### config.mk
export PLATFORM = sky130hd
export DESIGN_NAME = period_meter
export DESIGN_NICKNAME = d
export VERILOG_FILES = /design/src/rtl/period_meter.sv
export SDC_FILE = /design/constraint.sdc
export NUM_CORES = 1
export LEC_CHECK = 0
export ABC_AREA = 1
export ABC_CLOCK_PERIOD_IN_PS = 5200
export CAP_MARGIN = 30
export CORE_MARGIN = 2
export CORE_UTILIZATION = 50
export CTS_BUF_LIST = sky130_fd_sc_hd__clkbuf_8
export DETAILED_ROUTE_END_ITERATION = 8
export PLACE_DENSITY = 0.72
export SETUP_SLACK_MARGIN = 0.5
export SLEW_MARGIN = 15
export SYNTH_ARGS = -nofsm -noshare
export SYNTH_HDL_FRONTEND = slang
export SYNTH_SLANG_ARGS = --single-unit
export TNS_END_PERCENT = 10
### constraint.sdc
create_clock -name clk -period 5.2 [get_ports clk]
set_input_delay 0.78 -clock clk [delete_from_list [all_inputs] [get_ports clk]]
set_output_delay 0.78 -clock clk [all_outputs]
set_load 0.005 [all_outputs]
### src/rtl/period_meter.sv
// Measures period and high time of a slow asynchronous square wave in clk cycles.
// Results are presented on a valid/ready port; unaccepted results are overwritten and flagged.
module period_meter #(
  parameter int W    = 16,
  parameter int SYNC = 2
) (
  input  logic         clk,
  input  logic         rst,
  input  logic         en,
  input  logic         sig_in,
  output logic [W-1:0] period,
  output logic [W-1:0] high_time,
  output logic         overflow,
  output logic         missed,
  output logic         valid,
  input  logic         ready
);

  // state   | meaning
  // IDLE    | disabled, counters cleared
  // ARM     | enabled, waiting for the first genuine rising edge
  // MEASURE | counting; every further rise closes a period and reports it
  typedef enum logic [1:0] {
    IDLE    = 2'd0,
    ARM     = 2'd1,
    MEASURE = 2'd2
  } state_t;

  localparam logic [W-1:0] CNT_MAX = '1;
  localparam logic [W-1:0] CNT_ONE = W'(1);

  logic [SYNC-1:0] sync_q;
  logic            s;
  logic            s_d;
  logic            rise;
  state_t          state;
  state_t          state_n;
  logic            start;
  logic            latch;
  logic [W-1:0]    cnt;
  logic [W-1:0]    hcnt;
  logic            sat;
  logic            xfer;

  always_ff @(posedge clk or posedge rst) begin
    if (rst) begin
      sync_q <= '0;
      s_d    <= 1'b0;
    end else begin
      sync_q <= {sync_q[SYNC-2:0], sig_in};
      s_d    <= s;
    end
  end

  assign s    = sync_q[SYNC-1];
  assign rise = s & ~s_d;
  assign xfer = valid & ready;

  always_ff @(posedge clk or posedge rst) begin
    if (rst) state <= IDLE;
    else     state <= state_n;
  end

  always_comb begin
    state_n = state;
    start   = 1'b0;
    latch   = 1'b0;
    case (state)
      IDLE:    if (en) state_n = ARM;
      ARM: begin
        if (rise) begin
          state_n = MEASURE;
          start   = 1'b1;
        end
      end
      MEASURE: if (rise) latch = 1'b1;
      default: state_n = IDLE;
    endcase
    // Disable overrides everything: the open measurement is simply dropped.
    if (!en) begin
      state_n = IDLE;
      start   = 1'b0;
      latch   = 1'b0;
    end
  end

  // The rise cycle itself is counted, so both counters restart at 1.
  always_ff @(posedge clk or posedge rst) begin
    if (rst) begin
      cnt  <= '0;
      hcnt <= '0;
      sat  <= 1'b0;
    end else if (start || latch) begin
      cnt  <= CNT_ONE;
      hcnt <= CNT_ONE;
      sat  <= 1'b0;
    end else if (en && state == MEASURE) begin
      if (cnt != CNT_MAX) cnt <= cnt + CNT_ONE;
      else                sat <= 1'b1;
      if (s && hcnt != CNT_MAX) hcnt <= hcnt + CNT_ONE;
    end else begin
      cnt  <= '0;
      hcnt <= '0;
      sat  <= 1'b0;
    end
  end

  always_ff @(posedge clk or posedge rst) begin
    if (rst) begin
      period    <= '0;
      high_time <= '0;
      overflow  <= 1'b0;
      missed    <= 1'b0;
      valid     <= 1'b0;
    end else if (latch) begin
      period    <= cnt;
      high_time <= hcnt;
      overflow  <= sat;
      valid     <= 1'b1;
      // A result accepted on the same edge is not lost, so it clears rather than sets.
      if (valid && !ready) missed <= 1'b1;
      else if (xfer)       missed <= 1'b0;
    end else if (xfer) begin
      valid  <= 1'b0;
      missed <= 1'b0;
    end
  end

endmodule

; ---- Word-level counts from Yosys, hierarchy flattened
; Index checks and enable logic that the tools add are counted.
[totals]
regBits = 73
[classes]
reduce_logical = 8
eq_ne = 9
add_sub_neg = 2
bitwise = 3
muxes = 22
[ops]
columns = operator, n
row1 = $mux W16, 6
row2 = $add A16 B1 Y16 const B, 2
row3 = $ne A16 B16 Y1 const B, 2
row4 = $mux W1, 13
row5 = $ne A3 B2 Y1 const B, 2
row6 = $ne A3 B3 Y1 const B, 2
row7 = $pmux W2 S3, 1
row8 = $mux W2, 2
row9 = $logic_and A1 B1 Y1, 3
row10 = $and A1 B1 Y1, 2
row11 = $eq A2 B1 Y1 const B, 1
row12 = $eq A2 B2 Y1 const B, 1
row13 = $logic_not A2 Y1, 1
row14 = $ne A2 B2 Y1 const B, 1
row15 = $reduce_and A2 Y1, 1
row16 = $reduce_bool A2 Y1, 1
row17 = $logic_not A1 Y1, 1
row18 = $logic_or A1 B1 Y1, 1
row19 = $not A1 Y1, 1

; ---- Longest topological paths before layout
; Gate-level depths: netlist of the first run.
[logic_depth]
depth_word = 7
mapped_depth = 10

; ---- Worst setup path after synthesis of the first run
; Ideal clock, no wire load.
[synth_timing]
path_type = in2reg
from = in en
to = reg high_time[0]
stages = 7
n_path_buf = 2
setup_slack_ns = 3.570
arrival_ns = 1.500
setup_time_ns = 0.130
cell_sequence = nand3_2 > nor2_4 > inv_2 > buf_6 > buf_2 > nand2_1 > o21ai_1
[synth_between]
elab_chain_cells = 1
[synth_rtl]
columns = item, line
row1 = start: declaration, 9  ; input logic en,
row2 = $mux W1, 80  ; if (!en) begin
row3 = end signal: assignment, 117  ; high_time <= hcnt;
row4 = end: declaration, 12  ; output logic [W-1:0] high_time,
; No other way between the ends.
; A chain may end at the register's enable or synchronous reset.

; ---- Final worst setup path of the first run
[layout_timing]
from = in en
to = reg cnt[0]
[layout_between]
elab_chain_cells = 3
[layout_rtl]
columns = item, line
row1 = $mux W1 or $logic_and A1 B1 Y1 (tied branches), "80, 97"
row2 = $logic_or A1 B1 Y1 or $mux W16 (tied branches), "93, 97"
row3 = $ne A3 B2 Y1 (no line) or $mux W16 (tied branches), --
row4 = end signal: assignment, 98  ; if (cnt != CNT_MAX) cnt <= cnt + CNT_ONE;
row5 = end: declaration, 40  ; logic [W-1:0] cnt;
; Parallel ways exist; a longest one is shown, timed or not.

==> impl_metrics.csv, run 1 <==
group,metric,value,unit
yosys,synth-seq-cells,73,
yosys,synthTopCellsByArea,"dfrtp_1 53%, nand2_1 14%, nand3_1 4.9%",
cts,insertion_delay,0.35,ns
setup_path,critPathMaxStageDelay,0.56,ns
timing,tightest_slew,0.891,ns
worst_hold_path,hold_start,"sync_q[0]",
timing,clock.fmax,0.386,GHz
power,combinationalPowerShare,0.028,
yosys,synth.net_count,435,
finish,fin_nets,476,
global_route,grt_usage,0.218,
global_route,antenna_found_initial,0,
cts,cts_tree,"yes",
run_status,run_status,"completed",
cts,cts_hold_buffers,0,
yosys,synth-seq-area-share,0.529,
timing,post-route-period-util,0.499,
floorplan,start_util,0.511,
global_route,grt_pass1_vias,2622,
power,p_per_area,272,nW/um2
setup_path,crit_path_max_fanout,14,
setup_path,cp.arrival,2.83,ns
yosys,syn_area,3450,um2
timing,slew-limit-headroom,0.405,
cts,h-tree-depth,3,
timing,fin_ws,2.61,ns
cts,cts_resized,0,
timing,hold_violations,0,
timing,tns,0,ns
setup_path,crit_type,"in2reg",
setup_path,required,5.43,ns
place,place_ws,2.28,ns
power,power_switching_share,0.210,
floorplan,fp-row-count,30,
floorplan,die_w,87.1,um
routing,drt_iter0_drc,241,
finish,drive_gt1_frac,0.0802,
timing,drv_slew,0,
power,clock_power_share,0.462,
setup_path,critPathSlowestCell,"clkdlybuf4s50_1",
routing,viasPerCell,5.21,
timing,rsz0062_at_grt,"false",
timing,holdWs,0.351,ns
routing,post-route-drc-count,0,
timing,skew,0.00886,ns
power,p_int,889,uW
cts,cts-root-buf,"clkbuf_8",
global_route,overflow,0,
setup_path,rr_startpoint,"sync_q[1]",
timing,finalCriticalPeriod,2.59,ns
finish,area_delta_synth_final,19.9,%
power,vdd_drop_max,185,uV
cts,postCtsSetupRepairBufs,0,
global_route,grt_pass1_wl,12.7,mm
floorplan,ios,40,
place,gp_congestion,0.918,
routing,wl,7.43,mm
power,p_seq_frac,0.510,
setup_path,cp-end-kind,"flop",
yosys,synth.avg_cell_area,8.07,um2
routing,wire_per_inst,13.4,um
finish,n_antenna_cell,0,
timing,final-setup-viol-count,0,
floorplan,dieHeight,87.1,um
yosys,synth_top_area_frac,0.529,
place,io_buffers,39,
yosys,synth_top_area_cell,"dfrtp_1",
routing,drtAntennaViolNets,0,
cts,cts_sinks,73,
setup_path,critPathLaunchType,"input pin",
global_route,grt_max_degree,58,
worst_hold_path,hold_class,"reg2reg",
flow_run,maxCapViolations,0,
finish,num-fill-cells,620,
floorplan,core,6760,um2
finish,finalNonFillerCells,554,
routing,num_vias,2888,
power,p_sw,236,uW
routing,drt-pass1-iter-count,5,
cts,clk_pin_slew_worst_paths,0.08,ns
yosys,synthDistinctLibCells,26,
cts,cts.path.max_buffers,2,
setup_path,setup.worst_path.start,"en",
place,dp.cells,538,
power,p_leak,1.86,nW
cts,cts_buffers,9,
finish,final_common_cell,"nand2_1",
floorplan,die_area,7590,um2
setup_path,worst-path-buf-inv,3,
place,hpwlAfterDp,5.31,mm
yosys,synth_warnings,0,
finish,layout_common_cells,"131 x nand2_1, 73 x dfrtp_1, 43 x nor2_1, 41 x inv_1, 39 x clkdlybuf4s50_1",
setup_path,path_cells,"clkdlybuf4s50_1, nand3_2, inv_1, nand3_2, inv_2, nand2_1, nand2_1, o21ai_1",
yosys,postSynthCellCount,428,
setup_path,path_delay_family,"buffers and inverters",
[stage by stage]
step                      area, um2  power, mW   util
final                          4140       1.13  0.613
after global routing           4140       1.16  0.613
after CTS                      4140       1.14  0.613
after detailed placement       3900      0.618  0.577
after global placement         3880      0.615  0.574
after floorplan                3450      0.605      -
[flip-flops by register name, summed over array words and instances, names as in the netlist, named ones only]
register / count
hcnt: 16
overflow: 1
state: 2
valid: 1
s_d: 1
period: 16
sat: 1
high_time: 16
sync_q: 2
cnt: 16
[Yosys cell counts (all sizes together)]
library cell	n
buf	9
o211ai	1
o21ai	42
inv	47
a2bb2oi	1
a211oi	1
xor2	5
and2	1
nand2	132
nand4	7
nor2	51
ha	2
clkbuf	2
dfrtp	73
nand3	37
a21oi	9
nor3	8
[cell families after synthesis]
group,share of synthesized area
DFF,0.529
AOI/OAI and AO/OA,0.0808
and+or+nand+nor,0.299
xor gates and xnor gates,0.0127
buffers and inverters,0.0717
adders and majority gates,0.00725
[routing by layer]
| metal | wire length (um) | up-vias | global-route usage |
|---|---|---|---|
| met5 | 0 | - | 0 |
| li1 | - | 1450 | - |
| met4 | 91 | 0 | 0.0755 |
| met2 | 3150 | 88 | 0.300 |
| met1 | 3800 | 1343 | 0.335 |
| met3 | 386 | 7 | 0.0531 |
[power by group through the flow]
stage / clock network [mW] / logic (mW) / registers [mW]
global route: 0.552 / 0.0366 / 0.574
detailed placement: 0 / 0.0325 / 0.585
floorplan: 0 / 0.0204 / 0.584
CTS: 0.530 / 0.0326 / 0.574
finish: 0.520 / 0.0315 / 0.574
global placement: 0 / 0.0297 / 0.585
[area by class of cell]
class,count,area (um2),area share
multi-input combinational,297,1380,0.333
inverter,47,176,0.0426
timing repair buffer,41,418,0.101
tap,80,100,0.0242
clock inverter,4,73.8,0.0178
sequential,73,1830,0.441
clock buffer,12,165,0.0399
[path summary, 6_finish.rpt]
check                           endpoint  slack, ns  cells past startpoint
setup reg to reg                 hcnt[0]       3.09                      8
setup / recovery                  cnt[0]       2.61                      8
hold reg to reg                sync_q[1]       0.35                      0
min in group asynchronous      period[6]       0.77                      2
hold / removal                 sync_q[1]       0.35                      0
max in group asynchronous  high_time[11]       3.54                      4
(Power assumes the default switching activity.)
==> inputs of run 2 (changes only) <==
Settings changed: ABC_CLOCK_PERIOD_IN_PS 5200 to 2400.
Clock period 5.2 ns to 2.4 ns, I/O delays scaled along.
==> run 2 against run 1 <==
  * Combinational power is 140% higher
  * Register-to-register slack worse by 2.5 ns
  * Core utilization rose by 0.83 points
  * Via count grew 1.8%
  * Clock skew barely moved
  * Die area is the same
  * Cell area grew 1.4%
  * Worst setup slack lost 2.0 ns
  * Largest power group unchanged
  * Highest routed layer unchanged
==> impl_metrics.csv, run 2 (synthesis results as in run 1) <==
group,metric,value,unit
run_status,run_status,"completed",
routing,drt-pass1-iter-count,4,
floorplan,die_area,7590,um2
setup_path,crit_type,"reg2reg",
power,p_per_area,574,nW/um2
finish,layout_common_cells,"131 x nand2_1, 73 x dfrtp_1, 43 x nor2_1, 42 x inv_1, 39 x clkdlybuf4s50_1",
finish,final_common_cell,"nand2_1",
place,hpwlAfterDp,5.58,mm
timing,holdWs,0.350,ns
global_route,grt_pass1_vias,2841,
setup_path,required,2.63,ns
routing,drtAntennaViolNets,0,
routing,wire_per_inst,13.8,um
setup_path,crit_path_max_fanout,7,
routing,post-route-drc-count,0,
global_route,grt_usage,0.227,
finish,fin_util,0.621,
floorplan,ios,40,
global_route,overflow,0,
finish,area_delta_synth_final,21.5,%
cts,clk_pin_slew_worst_paths,0.07,ns
timing,slew-limit-headroom,0.648,
place,gp_congestion,0.886,
setup_path,cp-end-kind,"flop",
routing,viasPerCell,5.26,
timing,tightest_slew,0.527,ns
setup_path,worst-path-buf-inv,1,
cts,insertion_delay,0.35,ns
routing,drt_iter0_drc,233,
floorplan,dieHeight,87.1,um
timing,drv_slew,0,
cts,cts_buffers,9,
cts,cts_resized,0,
timing,clock.fmax,0.551,GHz
cts,postCtsSetupRepairBufs,0,
global_route,grt_pass1_wl,13.4,mm
setup_path,critPathSlowestCell,"dfrtp_1",
power,p_leak,1.89,nW
cts,cts_sinks,73,
cts,cts_hold_buffers,0,
timing,skew,0.00900,ns
setup_path,cp.arrival,2.04,ns
floorplan,fp-row-count,30,
setup_path,critPathMaxStageDelay,0.45,ns
floorplan,start_util,0.511,
flow_run,maxCapViolations,0,
setup_path,cp_common_cell,"nand2_1",
timing,final-setup-viol-count,0,
cts,cts_tree,"yes",
routing,wl,7.72,mm
floorplan,core,6760,um2
power,vdd_drop_max,474,uV
global_route,grt_max_degree,28,
setup_path,critPathLaunchType,"flop",
finish,fin_nets,482,
timing,finalCriticalPeriod,1.81,ns
setup_path,path_cells,"ha_1, nand3_1, nor2_2, inv_1, nor2_1, nand2_1, nand2_1, o21ai_1",
worst_hold_path,hold_class,"reg2reg",
cts,cts-root-buf,"clkbuf_8",
finish,num-fill-cells,617,
timing,hold_violations,0,
finish,n_antenna_cell,0,
finish,drive_gt1_frac,0.0877,
place,io_buffers,39,
cts,h-tree-depth,3,
setup_path,path_delay_family,"simple AND/OR/NAND/NOR gates",
floorplan,die_w,87.1,um
routing,num_vias,2939,
global_route,antenna_found_initial,0,
timing,rsz0062_at_grt,"true",
timing,post-route-period-util,0.756,
cts,cts.path.max_buffers,2,
timing,tns,0,ns
[run 2: changes by cell type in the layout (fill, tap and decap cells not counted), sizes merged]
cell      previous run  this run
buf                  2         8
clkinv               2         0
clkinvlp             0         1
[run 2: final timing paths]
| path | startpoint | to | slack (ns) | depth (start not counted) |
|---|---|---|---|---|
| setup / recovery | cnt[1] | cnt[0] | 0.59 | 8 |
| hold / removal | sync_q[0] | sync_q[1] | 0.35 | 0 |
| setup reg to reg | cnt[1] | cnt[0] | 0.59 | 8 |
| hold reg to reg | sync_q[0] | sync_q[1] | 0.35 | 0 |
| max in group asynchronous | rst | state[0] | 1.50 | 3 |
| min in group asynchronous | rst | period[6] | 0.41 | 2 |
[run 2: layer usage]
layer / GRT usage / vias up / wire length [um]
met5: 0 / - / 0
met4: 0.101 / 0 / 159
met3: 0.0360 / 13 / 392
met2: 0.344 / 83 / 3430
met1: 0.324 / 1380 / 3740
li1: - / 1463 / -
[run 2: layout make-up]
cell class	count	area [um2]	share of cell area
sequential	73	1830	0.435
multi-input combinational	297	1380	0.330
timing repair buffer	47	475	0.113
inverter	47	180	0.0429
clock buffer	12	165	0.0394
tap	80	100	0.0239
clock inverter	3	63.8	0.0152
[run 2: power breakdown]
part	internal, mW	switching (mW)	total [mW]
clock network	0.661	0.425	1.09
registers	1.24	0.00766	1.24
logic	0.0246	0.0504	0.0750
total	1.92	0.483	2.41
[run 2: stage by stage]
stage	cell area [um2]	cells	worst slack [ns]	total power [mW]
3_3_place_gp	3960	544	0.431	1.34
2_1_floorplan	3460	428	0.922	1.31
4_1_cts	4190	559	0.529	2.43
3_5_place_dp	3960	544	0.364	1.35
5_1_grt	4200	559	0.410	2.49
6_report	4200	559	0.586	2.41
